**config.mk**
```make
export PLATFORM = sky130hd
export DESIGN_NAME = bcdsub_seq
export DESIGN_NICKNAME = d
export VERILOG_FILES = /design/src/rtl/bcdsub_seq.sv
export SDC_FILE = /design/constraint.sdc
export NUM_CORES = 1
export LEC_CHECK = 0
export ABC_AREA = 1
export BUFFER_PORTS_ARGS = -buffer_cell sky130_fd_sc_hd__buf_4
export CAP_MARGIN = 20
export CORE_MARGIN = 4
export CORE_UTILIZATION = 46
export DETAILED_ROUTE_END_ITERATION = 6
export PLACE_DENSITY = 0.75
export SETUP_SLACK_MARGIN = 0.15
export SLEW_MARGIN = 20
export SYNTH_ARGS = -nofsm -noshare
export SYNTH_HDL_FRONTEND = slang
export SYNTH_SLANG_ARGS = --single-unit
```
**constraint.sdc**
```tcl
create_clock -name clk -period 4.3 [get_ports clk]
set_clock_uncertainty 0.2 [all_clocks]
set_input_delay 0.43 -clock clk [delete_from_list [all_inputs] [get_ports clk]]
set_output_delay 0.43 -clock clk [all_outputs]
set_load 0.005 [all_outputs]
```
**src/rtl/bcdsub_seq.sv**
```systemverilog
// Digit-serial packed-BCD subtractor: |a - b| with sign and invalid-digit flags,
// one digit per clock, LSD first, with a ten's-complement fix-up pass when a < b.
module bcdsub_seq #(
  parameter int NDIG = 4
) (
  input  logic              clk,
  input  logic              reset_n,
  input  logic              in_valid,
  output logic              in_ready,
  input  logic [4*NDIG-1:0] a,
  input  logic [4*NDIG-1:0] b,
  output logic              out_valid,
  input  logic              out_ready,
  output logic [4*NDIG-1:0] diff,
  output logic              neg,
  output logic              err
);

  localparam int IW = (NDIG > 1) ? $clog2(NDIG) : 1;

  localparam logic [1:0] ST_IDLE = 2'd0;
  localparam logic [1:0] ST_SUB  = 2'd1;
  localparam logic [1:0] ST_CMP  = 2'd2;
  localparam logic [1:0] ST_DONE = 2'd3;

  // Returns {borrow_out, digit}; the 5-bit difference wraps negative into bit 4.
  function automatic logic [4:0] bcd_digit_sub(input logic [3:0] x, input logic [3:0] y,
                                               input logic bin);
    logic [4:0] t;
    t = {1'b0, x} - {1'b0, y} - {4'd0, bin};
    if (t[4]) begin
      return {1'b1, t[3:0] + 4'd10};
    end else begin
      return {1'b0, t[3:0]};
    end
  endfunction

  function automatic logic has_bad_nibble(input logic [4*NDIG-1:0] v);
    logic bad;
    bad = 1'b0;
    for (int i = 0; i < NDIG; i++) begin
      if (v[4*i +: 4] > 4'd9) begin
        bad = 1'b1;
      end else begin
        bad = bad;
      end
    end
    return bad;
  endfunction

  logic [1:0]        state_q, state_d;
  logic [IW-1:0]     idx_q, idx_d;
  logic              borrow_q, borrow_d;
  logic [4*NDIG-1:0] a_q, a_d, b_q, b_d, diff_q, diff_d;
  logic              neg_q, neg_d, err_q, err_d;
  logic              out_valid_q, out_valid_d, in_ready_q, in_ready_d;

  logic [3:0]        x_s, y_s;
  logic [4:0]        step_s;
  logic              last_s;

  // Digit datapath shared by SUB and CMP: CMP subtracts the current result from zero.
  always_comb begin
    x_s = 4'd0;
    y_s = 4'd0;
    if (state_q == ST_SUB) begin
      x_s = 4'(a_q >> {idx_q, 2'b00});
      y_s = 4'(b_q >> {idx_q, 2'b00});
    end else begin
      x_s = 4'd0;
      y_s = 4'(diff_q >> {idx_q, 2'b00});
    end
    step_s = bcd_digit_sub(x_s, y_s, borrow_q);
    last_s = (idx_q == IW'(NDIG - 1));
  end

  // Next-state and register update logic.
  always_comb begin
    state_d  = state_q;
    idx_d    = idx_q;
    borrow_d = borrow_q;
    a_d      = a_q;
    b_d      = b_q;
    diff_d   = diff_q;
    neg_d    = neg_q;
    err_d    = err_q;
    case (state_q)
      ST_IDLE: begin
        if (in_valid) begin
          a_d      = a;
          b_d      = b;
          idx_d    = '0;
          borrow_d = 1'b0;
          neg_d    = 1'b0;
          diff_d   = '0;
          if (has_bad_nibble(a) || has_bad_nibble(b)) begin
            err_d   = 1'b1;
            state_d = ST_DONE;
          end else begin
            err_d   = 1'b0;
            state_d = ST_SUB;
          end
        end else begin
          state_d = ST_IDLE;
        end
      end
      ST_SUB, ST_CMP: begin
        for (int i = 0; i < NDIG; i++) begin
          if (idx_q == IW'(i)) begin
            diff_d[4*i +: 4] = step_s[3:0];
          end else begin
            diff_d[4*i +: 4] = diff_q[4*i +: 4];
          end
        end
        if (!last_s) begin
          idx_d    = idx_q + IW'(1);
          borrow_d = step_s[4];
        end else if (state_q == ST_SUB && step_s[4]) begin
          // a < b: result is a ten's complement, convert it to magnitude.
          neg_d    = 1'b1;
          idx_d    = '0;
          borrow_d = 1'b0;
          state_d  = ST_CMP;
        end else begin
          borrow_d = step_s[4];
          state_d  = ST_DONE;
        end
      end
      ST_DONE: begin
        if (out_ready) begin
          state_d = ST_IDLE;
        end else begin
          state_d = ST_DONE;
        end
      end
      default: begin
        state_d = ST_IDLE;
      end
    endcase
    out_valid_d = (state_d == ST_DONE);
    in_ready_d  = (state_d == ST_IDLE);
  end

  // State and output registers.
  always_ff @(posedge clk or negedge reset_n) begin
    if (!reset_n) begin
      state_q     <= ST_IDLE;
      idx_q       <= '0;
      borrow_q    <= 1'b0;
      a_q         <= '0;
      b_q         <= '0;
      diff_q      <= '0;
      neg_q       <= 1'b0;
      err_q       <= 1'b0;
      out_valid_q <= 1'b0;
      in_ready_q  <= 1'b1;
    end else begin
      state_q     <= state_d;
      idx_q       <= idx_d;
      borrow_q    <= borrow_d;
      a_q         <= a_d;
      b_q         <= b_d;
      diff_q      <= diff_d;
      neg_q       <= neg_d;
      err_q       <= err_d;
      out_valid_q <= out_valid_d;
      in_ready_q  <= in_ready_d;
    end
  end

  assign in_ready  = in_ready_q;
  assign out_valid = out_valid_q;
  assign diff      = diff_q;
  assign neg       = neg_q;
  assign err       = err_q;

endmodule

```
# Word level (Yosys, flattened, before mapping)
# Index checks and enable logic that the tools add are counted.
# op_classes
add_sub_neg	4
order_cmp	8
n_eq_ne	14
n_shift	3
muxes	39
n_reduce_logical	15
# ops
op	count
$shr A16 B4 Y4	3
$gt A4 B4 Y1 const B	8
$pmux W16 S2	1
$mux W4	6
$mux W1	19
$mux W16	1
$reduce_and A3 Y1	5
$mux W2	7
$ne A2 B2 Y1 const B	6
$eq A2 B2 Y1 const B	5
$logic_not A2 Y1	3
$pmux W2 S3	1
$mux W5	1
$sub A4 B4 Y5	1
$sub A5 B1 Y5	1
$add A4 B4 Y4 const B	1
$eq A2 B1 Y1 const B	2
$pmux W1 S2	2
$pmux W2 S2	1
$reduce_and A2 Y1	2
$reduce_and A4 Y1	1
$ne A3 B3 Y1 const B	1
$add A2 B1 Y2 const B	1
$reduce_bool A2 Y1	1
other kinds (3)	3
# word_totals
register_bits	57
in_bits	36
out_inout_bits	20
word_cells	96

# Depth between registers and ports, before layout
# Gate-level depths: netlist of run 1.
# depth
ltp_word	12
ltp_mapped	22

# Least setup slack after synthesis of run 1
# OpenSTA, ideal clock, no wires.
# synth_timing
path_kind	reg2reg
from	register state_q[1]
to	register diff_q[11], in the netlist diff[11]
setup_time_ps	118
arrival_time_ps	2812
t_required_ps	3982
path_slack_ps	1170
stages_incl_launch_ff	18
n_path_buf	2
synth_period_minus_slack_ps	3130
cell_sequence	dfrtp_1 inv_1 ha_1 buf_2 clkbuf_1 o21ai_0 nand3_1 nand2_1 fa_1 inv_1 fa_1 ha_1 inv_1 nand4_1 nand2_1 nand2_2 nand4_1 nand2_1
# synth_between
elab_chain_cells	8
elab_cells_between_ends	16
cone_classes	3 x add/sub; 4 x eq/ne; 5 x mux; 4 x reduce/logical
# synth_rtl
element	line_no	source
from (decl)	51	logic [1:0] state_q, state_d;
from (signal assigned)	158	state_q <= state_d;
$eq A2 B1 Y1	66, 87	
$mux W4	66	if (state_q == ST_SUB) begin
$sub A4 B4 Y5	30	t = {1'b0, x} - {1'b0, y} - {4'd0, bin};
$sub A5 B1 Y5	30	
$add A4 B4 Y4	32	return {1'b1, t[3:0] + 4'd10};
$mux W5	31	if (t[4]) begin
$mux W4	109	if (idx_q == IW'(i)) begin
$pmux W16 S2	87	case (state_q)
to (signal assigned)	163	diff_q <= diff_d;
to (decl)	54	logic [4*NDIG-1:0] a_q, a_d, b_q, b_d, diff_q, diff_d;
# Parallel ways exist; a longest one is shown, timed or not. The select of a mux whose other input is x is not followed.
# A chain may end at the register's enable or synchronous reset.

# Final worst setup path of run 1
# layout_timing
from	register idx_q[0]
to	register diff_q[3], in the netlist diff[3]
# layout_between
elab_chain_cells	8
elab_cells_between_ends	14
cone_classes	3 x add/sub; 1 x eq/ne; 3 x shift; 5 x mux; 2 x reduce/logical
# layout_rtl
element	line_no	source
from (decl)	52	logic [IW-1:0] idx_q, idx_d;
from (signal assigned)	159	idx_q <= idx_d;
$shr A16 B4 Y4 (on tied branches)	67, 68, 71	
$mux W4	66	
$sub A4 B4 Y5	30	
$sub A5 B1 Y5	30	
$add A4 B4 Y4	32	
$mux W5	31	
$mux W4	109	
$pmux W16 S2	87	
# Parallel ways exist; a longest one is shown, timed or not. The select of a mux whose other input is x is not followed.

==> summary.md, run 1 <==
| Metric | Value |
|---|---|
| Status | finished clean |
| Total GRT Usage | 18.8% |
| PD cells | 909 nW/um^2 |
| Sink Count | 57 |
| Fraction of layout cells with a size suffix above 1 | 21.2% |
| GRT overflow | 0 |
| CTS buffer count | 9 |
| FMAX | 293 MHz |
| Slew @ Worst Pin | 0.690 ns |
| Final HPWL DP | 5480 um |
| Routed length per instance | 13.4 um |
| Leak | 1.99 nW |
| Final hold vios | 0 |
| Post-Syn Nets | 450 |
| Diode count | 0 |
| Port buffer count | 55 |
| Synth area leaders | dfrtp_1 (45%), nand2_1 (16%), o21ai_0 (5.7%) |
| Max-cap violation count | 0 |
| Number of H-tree levels | 3 |
| Post-synth top area cell | dfrtp_1 |
| Post-route ant nets | 0 |
| Die Y | 90.5 um |
| Post-synth top cells | nand2_1 (133), dfrtp_1 (56), o21ai_0 (36), inv_1 (34) |
| TritonCTS clock tree | built |
| Multi-input logic area | 1470 um^2 |
| DRC | 0 |
| Power Internal | 1.79 mW |
| Prevailing post-synth register cell | dfrtp_1 |
| Largest net degree at the start of global routing | 58 |
| Via Count | 2728 |
| Root buf cell | clkbuf_8 |
| Switching power | 1.65 mW |
| Crit path required time | 4.32 ns |
| #FFs+latches synth | 57 |
| Number of global-route vias before repair | 2559 |
| Syn avg cell area | 7.86 um^2 |
| YS warnings | 0 |
| Core Area | 6490 um^2 |
| Nets | 503 |
| Die width | 90.5 um |
| Min Hold Slack | 0.0788 ns |
| Sw frac | 47.9% |
| Setup Viol. Count Final | 0 |
| Mapped Area | 3130 um^2 |
| First-pass GRT wire length | 12500 um |
| Share of total power in combinational logic | 58.2% |
| Worst-Skew Late Latency | 0.34 ns |
| Routed wire length | 7170 um |
| CTS resizes | 0 |
| Vias per inst | 5.11 |
| Antenna violations before repair | 0 |
| VDD IR-drop max | 0.416 mV |
| Register area | 1430 um^2 |
| Synth cell types | 30 |
| Sum Neg Setup Slack | 0 ns |
| Crit path max fanout | 22 |
| P&R area growth vs syn | 20.9% |
| Sequential Power Share | 27.5% |
| Register area share after synthesis | 45.5% |
| Post-synth EDFFs | 0 |
| Setup CP Type | register to register |
| Clock power share | 14.3% |
| Arrival time at the worst endpoint | 3.43 ns |
| Syn Inst Count | 399 |
| Standard-cell rows | 29 |
| Slew Viols, Final | 0 |
| Share of the synthesized area in the top cell type | 44.7% |
| Count leader, synth | nand2_1 |
| # IOs | 56 |
| Crit path time final | 3.41 ns |
| Synth async-reset ratio | 100% |
| CTS Buffer Depth | 2 |
| First drt pass iteration count | 4 |
| Relative slew slack | 54.0% |
| RSZ-0062 raised after global routing | false |
| Detailed Route Iter0 Violations | 177 |
| Starting density of the core | 48.3% |
| Die area | 8200 um^2 |
| Critical path endpoint category | register |
| HP Class | input pin to register |
| Fillers | 580 |
| CP Launch Type | register |
| CTS clock-pin slew for the worst setup and hold paths | 0.07 ns |
| RePlAce Congestion | 0.909 |
| Fin crit share | 79.3% |
area by class of cell:
type                       count  area share [%]
sequential                    57            37.7
timing repair buffer          57            11.4
clock inverter                 5            1.45
multi-input combinational    282            38.8
tap                           77            2.54
clock buffer                  11            3.73
inverter                      45            4.46
routing by layer:
metal  vias to the layer above  wire length (um)  share of wire, %  GRT usage [%]
met5                         -                 0                 0              0
met4                         0               108               1.5           6.25
met3                        13               482               6.7           4.75
met2                        87              3050                43           26.9
met1                      1233              3530                49           27.5
li1                       1395                 -                 -              -
worst max-delay path: stages (launching register included):
cell and delay [ns]:
dfrtp_1 0.68, inv_2 0.28, a21oi_1 0.18, o21ai_0 0.10, nand3_1 0.10, nand2_1 0.07
fa_1 0.38, inv_1 0.11, fa_1 0.46, ha_1 0.20, inv_1 0.06, nand4_1 0.14
nand2_1 0.11, nand2_2 0.07, nand4_1 0.07, nand2_1 0.06
logic make-up (layout without fill, tap and decap cells):
group           Yosys count  count (layout)  share of synthesized area (%)
compound gates           76              76                           13.2
flops                    57              57                           45.5
buf+inv                  60             118                           7.58
fa+ha+maj                15              15                           6.47
simple gates            191             191                           27.2
per-stage QoR:
| step | worst slack, ns | total power, mW | cell area [um^2] | utilization (%) | instances |
|---|---|---|---|---|---|
| 6_report | 0.891 | 3.44 | 3790 | 58.3 | 534 |
| 3_3_place_gp | 0.980 | 2.89 | 3580 | 55.2 | 517 |
| 4_1_cts | 0.895 | 3.45 | 3790 | 58.3 | 534 |
| 3_5_place_dp | 0.925 | 2.95 | 3580 | 55.2 | 517 |
| 5_1_grt | 0.556 | 3.80 | 3790 | 58.3 | 534 |
| 2_1_floorplan | 1.17 | 2.46 | 3130 | - | 399 |
registers in the layout, summed over array words and instances, names as in the netlist:
register / cells
a_q: 16
b_q: 16
diff: 16
idx_q: 2
state_q: 2
borrow_q: 1
err: 1
in_ready: 1
neg: 1
out_valid: 1
power groups by stage:
stage          clock network, mW  registers [mW]  logic [mW]
2_1_floorplan                  0           0.900        1.56
3_3_place_gp                   0           0.953        1.93
3_5_place_dp                   0           0.955        1.99
4_1_cts                    0.503           0.948        2.00
5_1_grt                    0.527           0.980        2.30
6_report                   0.492           0.948        2.00
layout by cell type, fill, tap and decap left out, types with 2 or more instances in the layout:
cell and n:
clkinvlp_4 2, o21ai_1 13, nand2_4 5, dfrtp_1 56, nand3_2 4, nor2_1 18, ha_1 13, inv_1 34
nand2_1 133, clkinv_2 2, nand4_1 6, buf_4 56, clkbuf_8 10, o22ai_1 4, o21ai_0 36, a21oi_1 18
fa_1 2, clkinv_1 4, nand2_2 4, inv_2 7, nand3_1 17
final timing paths:
path                       depth (start not counted)     start        to  slack (ns)
setup / recovery                                  15  idx_q[0]   diff[3]        0.89
min in group asynchronous                          2   reset_n  diff[13]        0.48
max in group asynchronous                          2   reset_n  borrow_q        2.96
setup reg to reg                                  15  idx_q[0]   diff[3]        0.89
hold / removal                                     3      b[8]    b_q[8]        0.08
hold reg to reg                                    2   a_q[10]   a_q[10]        0.29
what timing repair did:
item                      CTS  global route
setup buffers               0             0
hold endpoints to repair   56             0
hold buffers                1             0
No activity file was read; power rests on OpenSTA's default activity.
==> inputs of run 2 (changes only) <==
- ABC_AREA: 1 -> 0
- clock period: 4.3 -> 3.5 ns (I/O delays scaled with it)
==> run 2 against run 1 <==
Compared with the run above:
- synthesized cell count fell by 39%
- die area fell by 2.0%
- setup slack got worse by 0.84 ns
- clock-buffer cell count did not move
- area after synthesis fell by 2.2%
- critical path type unchanged
- final area rose by 6.7%
- worst hold slack got worse by 0.044 ns
- critical path depth fell by 1
- first-iteration DRC count fell by 47%
==> summary.md, run 2 <==
| Metric | Value |
|---|---|
| CTS Buffer Depth | 2 |
| Crit path required time | 3.55 ns |
| Port buffer count | 55 |
| Critical path endpoint category | register |
| Starting density of the core | 47.7% |
| Post-DP Area | 3650 um^2 |
| YS warnings | 0 |
| Routed length per instance | 17.7 um |
| CP Launch Type | register |
| #FFs+latches synth | 57 |
| Diode count | 0 |
| Sum Neg Setup Slack | 0 ns |
| Post-synth EDFFs | 0 |
| First-pass GRT wire length | 11600 um |
| Highest-count cells in the layout ignoring fill and taps | buf_4 (73), dfrtp_1 (55), mux2_2 (36) |
| Antenna violations before repair | 0 |
| Routed wire length | 7160 um |
| Die width | 89.7 um |
| RSZ-0062 raised after global routing | true |
| Status | finished clean |
| Crit path max fanout | 5 |
| # IOs | 56 |
| Slew @ Worst Pin | 0.715 ns |
| Total GRT Usage | 20.0% |
| Vias per inst | 5.42 |
| Post-route ant nets | 0 |
| Reg2Reg Launch Point | idx_q[0] |
| Fillers | 500 |
| Syn avg cell area | 12.5 um^2 |
| Most common cell after layout, fill and taps aside | buf_4 |
| Arrival time at the worst endpoint | 3.51 ns |
| Critical-path cell list | buf_4 > mux4_2 > nand2_2 > fa_2 > inv_2 > fa_2 > xor2_2 > ha_4 > or3b_4 > nand3_2 > a22oi_2 > xor2_2 > buf_6 > o31ai_2 |
| HP Class | input pin to register |
| Post-Syn Nets | 296 |
| Standard-cell rows | 29 |
| Share of the synthesized area in the top cell type | 45.7% |
| GRT overflow | 0 |
| Mapped Area | 3070 um^2 |
| Core Area | 6420 um^2 |
| Setup Viol. Count Final | 0 |
| Worst path slowest cell | mux4_2 |
| FMAX | 290 MHz |
| Design area | 4040 um^2 |
| Synth cell types | 43 |
| Setup CP Type | register to register |
| First drt pass iteration count | 4 |
| Hold path startpoint | a[12] |
| Crit path time final | 3.45 ns |
| Root buf cell | clkbuf_8 |
| Largest net degree at the start of global routing | 58 |
| Final hold vios | 0 |
| Post-synth top area cell | dfrtp_1 |
| Syn Inst Count | 245 |
| Sink Count | 57 |
| Number of global-route vias before repair | 2248 |
| CTS buffer count | 9 |
| Relative slew slack | 52.3% |
| Synth area leaders | dfrtp_1 (46%), mux2_2 (13%), mux4_2 (8.8%) |
| Max-cap violation count | 0 |
| Prevailing post-synth register cell | dfrtp_1 |
| Fraction of layout cells with a size suffix above 1 | 52.3% |
| DRC | 0 |
| Nets | 373 |
| Via Count | 2191 |
| Fin crit share | 98.7% |
| Die area | 8040 um^2 |
| Synth async-reset ratio | 100% |
| TritonCTS clock tree | built |
| P&R area growth vs syn | 31.8% |
| Die Y | 89.7 um |
| CTS clock-pin slew for the worst setup and hold paths | 0.07 ns |
| Slew Viols, Final | 0 |
| RePlAce Congestion | 0.883 |
| Count leader, synth | dfrtp_1 |
| Final HPWL DP | 5350 um |
| Worst path max stage delay | 0.51 ns |
| Post-synth top cells | dfrtp_1 (56), mux2_2 (36), nand2_1 (28), o21ai_0 (14), ha_1 (13) |
| Register area share after synthesis | 46.6% |
| Worst setup path startpoint | idx_q[0] |
| Detailed Route Iter0 Violations | 94 |
| Worst-Skew Late Latency | 0.34 ns |
| Number of H-tree levels | 3 |
[run 2: cell count changes in the layout (fill, tap and decap cells not counted), sizes merged, moves of 12 or more]
cell	before	now
a21oi	18	4
buf	56	75
inv	41	12
mux2	0	40
mux4	0	12
nand2	142	28
nand3	22	4
nor2	20	6
o21ai	50	20
[run 2: metal layers]
layer  vias to the layer above  share of wire, %  track usage (%)
met5                         -                 0                0
li1                       1035                 -                -
met1                      1078                42             25.4
met2                        61                50             31.3
met3                        17               5.4             6.48
met4                         0               2.9             9.34
[run 2: metrics by stage]
step | instances | hold slack [ns] | utilization (%) | worst slack (ns)
global placement | 379 | 0.246 | 56.8 | 0.0689
finish | 404 | 0.0352 | 62.9 | 0.0471
global route | 404 | 0.0207 | 62.9 | -0.0791
detailed placement | 379 | 0.248 | 56.8 | -0.0797
floorplan | 245 | -0.146 | - | 0.0198
CTS | 398 | 0.0223 | 61.3 | 0.0548
[run 2: critical path: cells and delay by family, from the launching register on]
| kind | cells | cell delay (ns) |
|---|---|---|
| adders and majority gates | 3 | 0.73 |
| and+or+nand+nor | 3 | 0.56 |
| muxes | 1 | 0.51 |
| DFF | 1 | 0.43 |
| xor gates and xnor gates | 2 | 0.37 |
| buffers and inverters | 3 | 0.33 |
| AOI/OAI and AO/OA | 2 | 0.23 |
[run 2: cell type report]
cell class	instances	area (um^2)	share of cell area [%]
Clock inverter	5	78.8	1.95
Timing Repair Buffer	76	589	14.6
Tap cell	77	96.3	2.38
Sequential cell	57	1430	35.4
Clock buffer	11	141	3.50
Inverter	12	45.0	1.11
Multi-Input combinational cell	166	1660	41.1
[run 2: what timing repair did]
action	4_1_cts	5_1_grt
endpoints found under the hold margin	56	0
pin swaps	3	8
resized for setup	7	12
cloned	0	0
buffers inserted	2	6
endpoints found under the setup margin	12	17
hold buffers	1	0
[run 2: final timing paths]
check / to / slack, ns / depth (start not counted)
min in group asynchronous: b_q[4] / 0.40 / 2
max in group asynchronous: idx_q[0] / 2.18 / 2
setup reg to reg: diff[15] / 0.05 / 14
setup / recovery: diff[15] / 0.05 / 14
hold reg to reg: err / 0.30 / 2
hold / removal: a_q[12] / 0.04 / 2
[run 2: logic make-up (layout without fill, tap and decap cells)]
kind of cell             Yosys count  count (layout)  share of synthesized area [%]
AND/OR/NAND/NOR                   55              55                           8.73
AO/OA/AOI/OAI                     38              38                           9.02
XOR/XNOR                           4               4                           2.08
multiplexers                      54              54                           24.2
adder cells (fa/ha/maj)           15              15                           6.61
buffers and inverters             22             104                           2.86
flip-flops                        57              57                           46.6
Power of run 2 is not shown: default switching activity piles up to over one toggle a cycle in this logic, so the estimate is an artifact.
==> inputs of run 3 (changes only) <==
- CAP_MARGIN: 20 -> default
- clock period: 3.5 -> 4.31 ns (I/O delays scaled with it)
==> run 3 against run 2 <==
Compared with the run above:
- first-iteration DRC count increased by 40%
- final cell count decreased by 4.2%
- flip-flop and latch count stayed put
- fmax down 9.4%
- register-to-register slack better by 0.45 ns
- final area down 7.6%
- via count is 2.3% lower
- global-route usage down 1.3 points
- die area is the same
==> summary.md, run 3 (synthesis results as in run 2) <==
| Metric | Value |
|---|---|
| Reg2Reg Launch Point | state_q[1] |
| TritonCTS clock tree | built |
| Final HPWL DP | 5160 um |
| Sum Neg Setup Slack | 0 ns |
| CP Launch Type | register |
| First drt pass iteration count | 4 |
| Most common cell after layout, fill and taps aside | buf_4 |
| Status | finished clean |
| Setup CP Type | register to register |
| Worst setup path startpoint | state_q[1] |
| Crit path required time | 4.30 ns |
| Die area | 8040 um^2 |
| Crit path max fanout | 15 |
| Fraction of layout cells with a size suffix above 1 | 44.2% |
| Max-cap violation count | 0 |
| Starting density of the core | 47.7% |
| Design area | 3730 um^2 |
| CTS buffer count | 9 |
| Sink Count | 57 |
| Post-route ant nets | 0 |
| Slew Viols, Final | 0 |
| Post-CTS Setup Repair Bufs | 0 |
| Diode count | 0 |
| Fin crit share | 88.5% |
| CTS clock-pin slew for the worst setup and hold paths | 0.07 ns |
| Routed length per instance | 17.5 um |
| Antenna violations before repair | 0 |
| Root buf cell | clkbuf_8 |
| Arrival time at the worst endpoint | 3.80 ns |
| Post-DP Area | 3560 um^2 |
| Routed wire length | 6780 um |
| Nets | 356 |
| Relative slew slack | 52.5% |
| Via Count | 2141 |
| Number of global-route vias before repair | 2175 |
| # IOs | 56 |
| Final hold vios | 0 |
| Detailed Route Iter0 Violations | 132 |
| Largest net degree at the start of global routing | 58 |
| Slew @ Worst Pin | 0.712 ns |
| Vias per inst | 5.53 |
| HP Class | input pin to register |
| Crit path time final | 3.81 ns |
| Core Area | 6420 um^2 |
| GRT overflow | 0 |
| RSZ-0062 raised after global routing | false |
| Die Y | 89.7 um |
| Setup Viol. Count Final | 0 |
| Total GRT Usage | 18.8% |
| Port buffer count | 55 |
| Standard-cell rows | 29 |
| P&R area growth vs syn | 21.8% |
| Critical path endpoint category | register |
| RePlAce Congestion | 0.868 |
| Worst-Skew Late Latency | 0.33 ns |
| Hold path startpoint | b[11] |
| Number of H-tree levels | 3 |
| FMAX | 262 MHz |
| First-pass GRT wire length | 11100 um |
| Die width | 89.7 um |
| DRC | 0 |
| Highest-count cells in the layout ignoring fill and taps | buf_4 (58), dfrtp_1 (55), mux2_2 (36) |
| CTS Buffer Depth | 2 |
-- run 3: area by class of cell --
| type | count | area [um^2] |
|---|---|---|
| clock buffers | 13 | 149 |
| clock inverters | 3 | 18.8 |
| fillers | 511 | 2690 |
| inverters | 12 | 45.0 |
| multi-input cells | 166 | 1550 |
| flip-flops and latches | 57 | 1430 |
| well taps | 77 | 96.3 |
| repair buffers | 59 | 445 |
-- run 3: worst paths after layout --
path | endpoint | slack [ns] | depth (start not counted)
setup / recovery | diff[11] | 0.50 | 14
hold / removal | b_q[11] | 0.13 | 2
setup reg to reg | diff[11] | 0.50 | 14
hold reg to reg | err | 0.29 | 2
max in group asynchronous | idx_q[0] | 2.90 | 2
min in group asynchronous | b_q[7] | 0.49 | 2
-- run 3: per-layer routing --
layer	GRT usage (%)	wire length (um)	up-vias
li1	-	-	1007
met1	26.2	3020	1072
met2	29.0	3390	54
met3	2.55	240	8
met4	9.34	131	0
met5	0	0	-
-- run 3: through the flow --
step	util, %	instances	setup slack, ns	hold WS [ns]
floorplan	-	245	0.343	-0.0646
detailed placement	55.4	370	0.417	0.285
global route	58.2	387	0.257	0.124
finish	58.2	387	0.497	0.135
CTS	58.1	387	0.412	0.125
global placement	55.4	370	0.557	0.274
-- run 3: worst max-delay path, stage by stage (launching register included) --
cell	delay, ns
dfrtp_1	0.40
inv_1	0.10
ha_1	0.25
buf_4	0.26
mux4_2	0.53
nand2_1	0.08
nand2_1	0.06
ha_1	0.36
xor2_1	0.22
ha_1	0.23
nor3_1	0.06
a311o_1	0.34
a22oi_2	0.19
xor2_2	0.30
o31ai_2	0.09
-- run 3: what timing repair did --
item / CTS / global route
setup endpoints to repair: 0 / 3
hold buffers: 1 / 0
gates resized for setup: 0 / 1
endpoints found under the hold margin: 56 / 0
Power of run 3 is left out for the same reason.
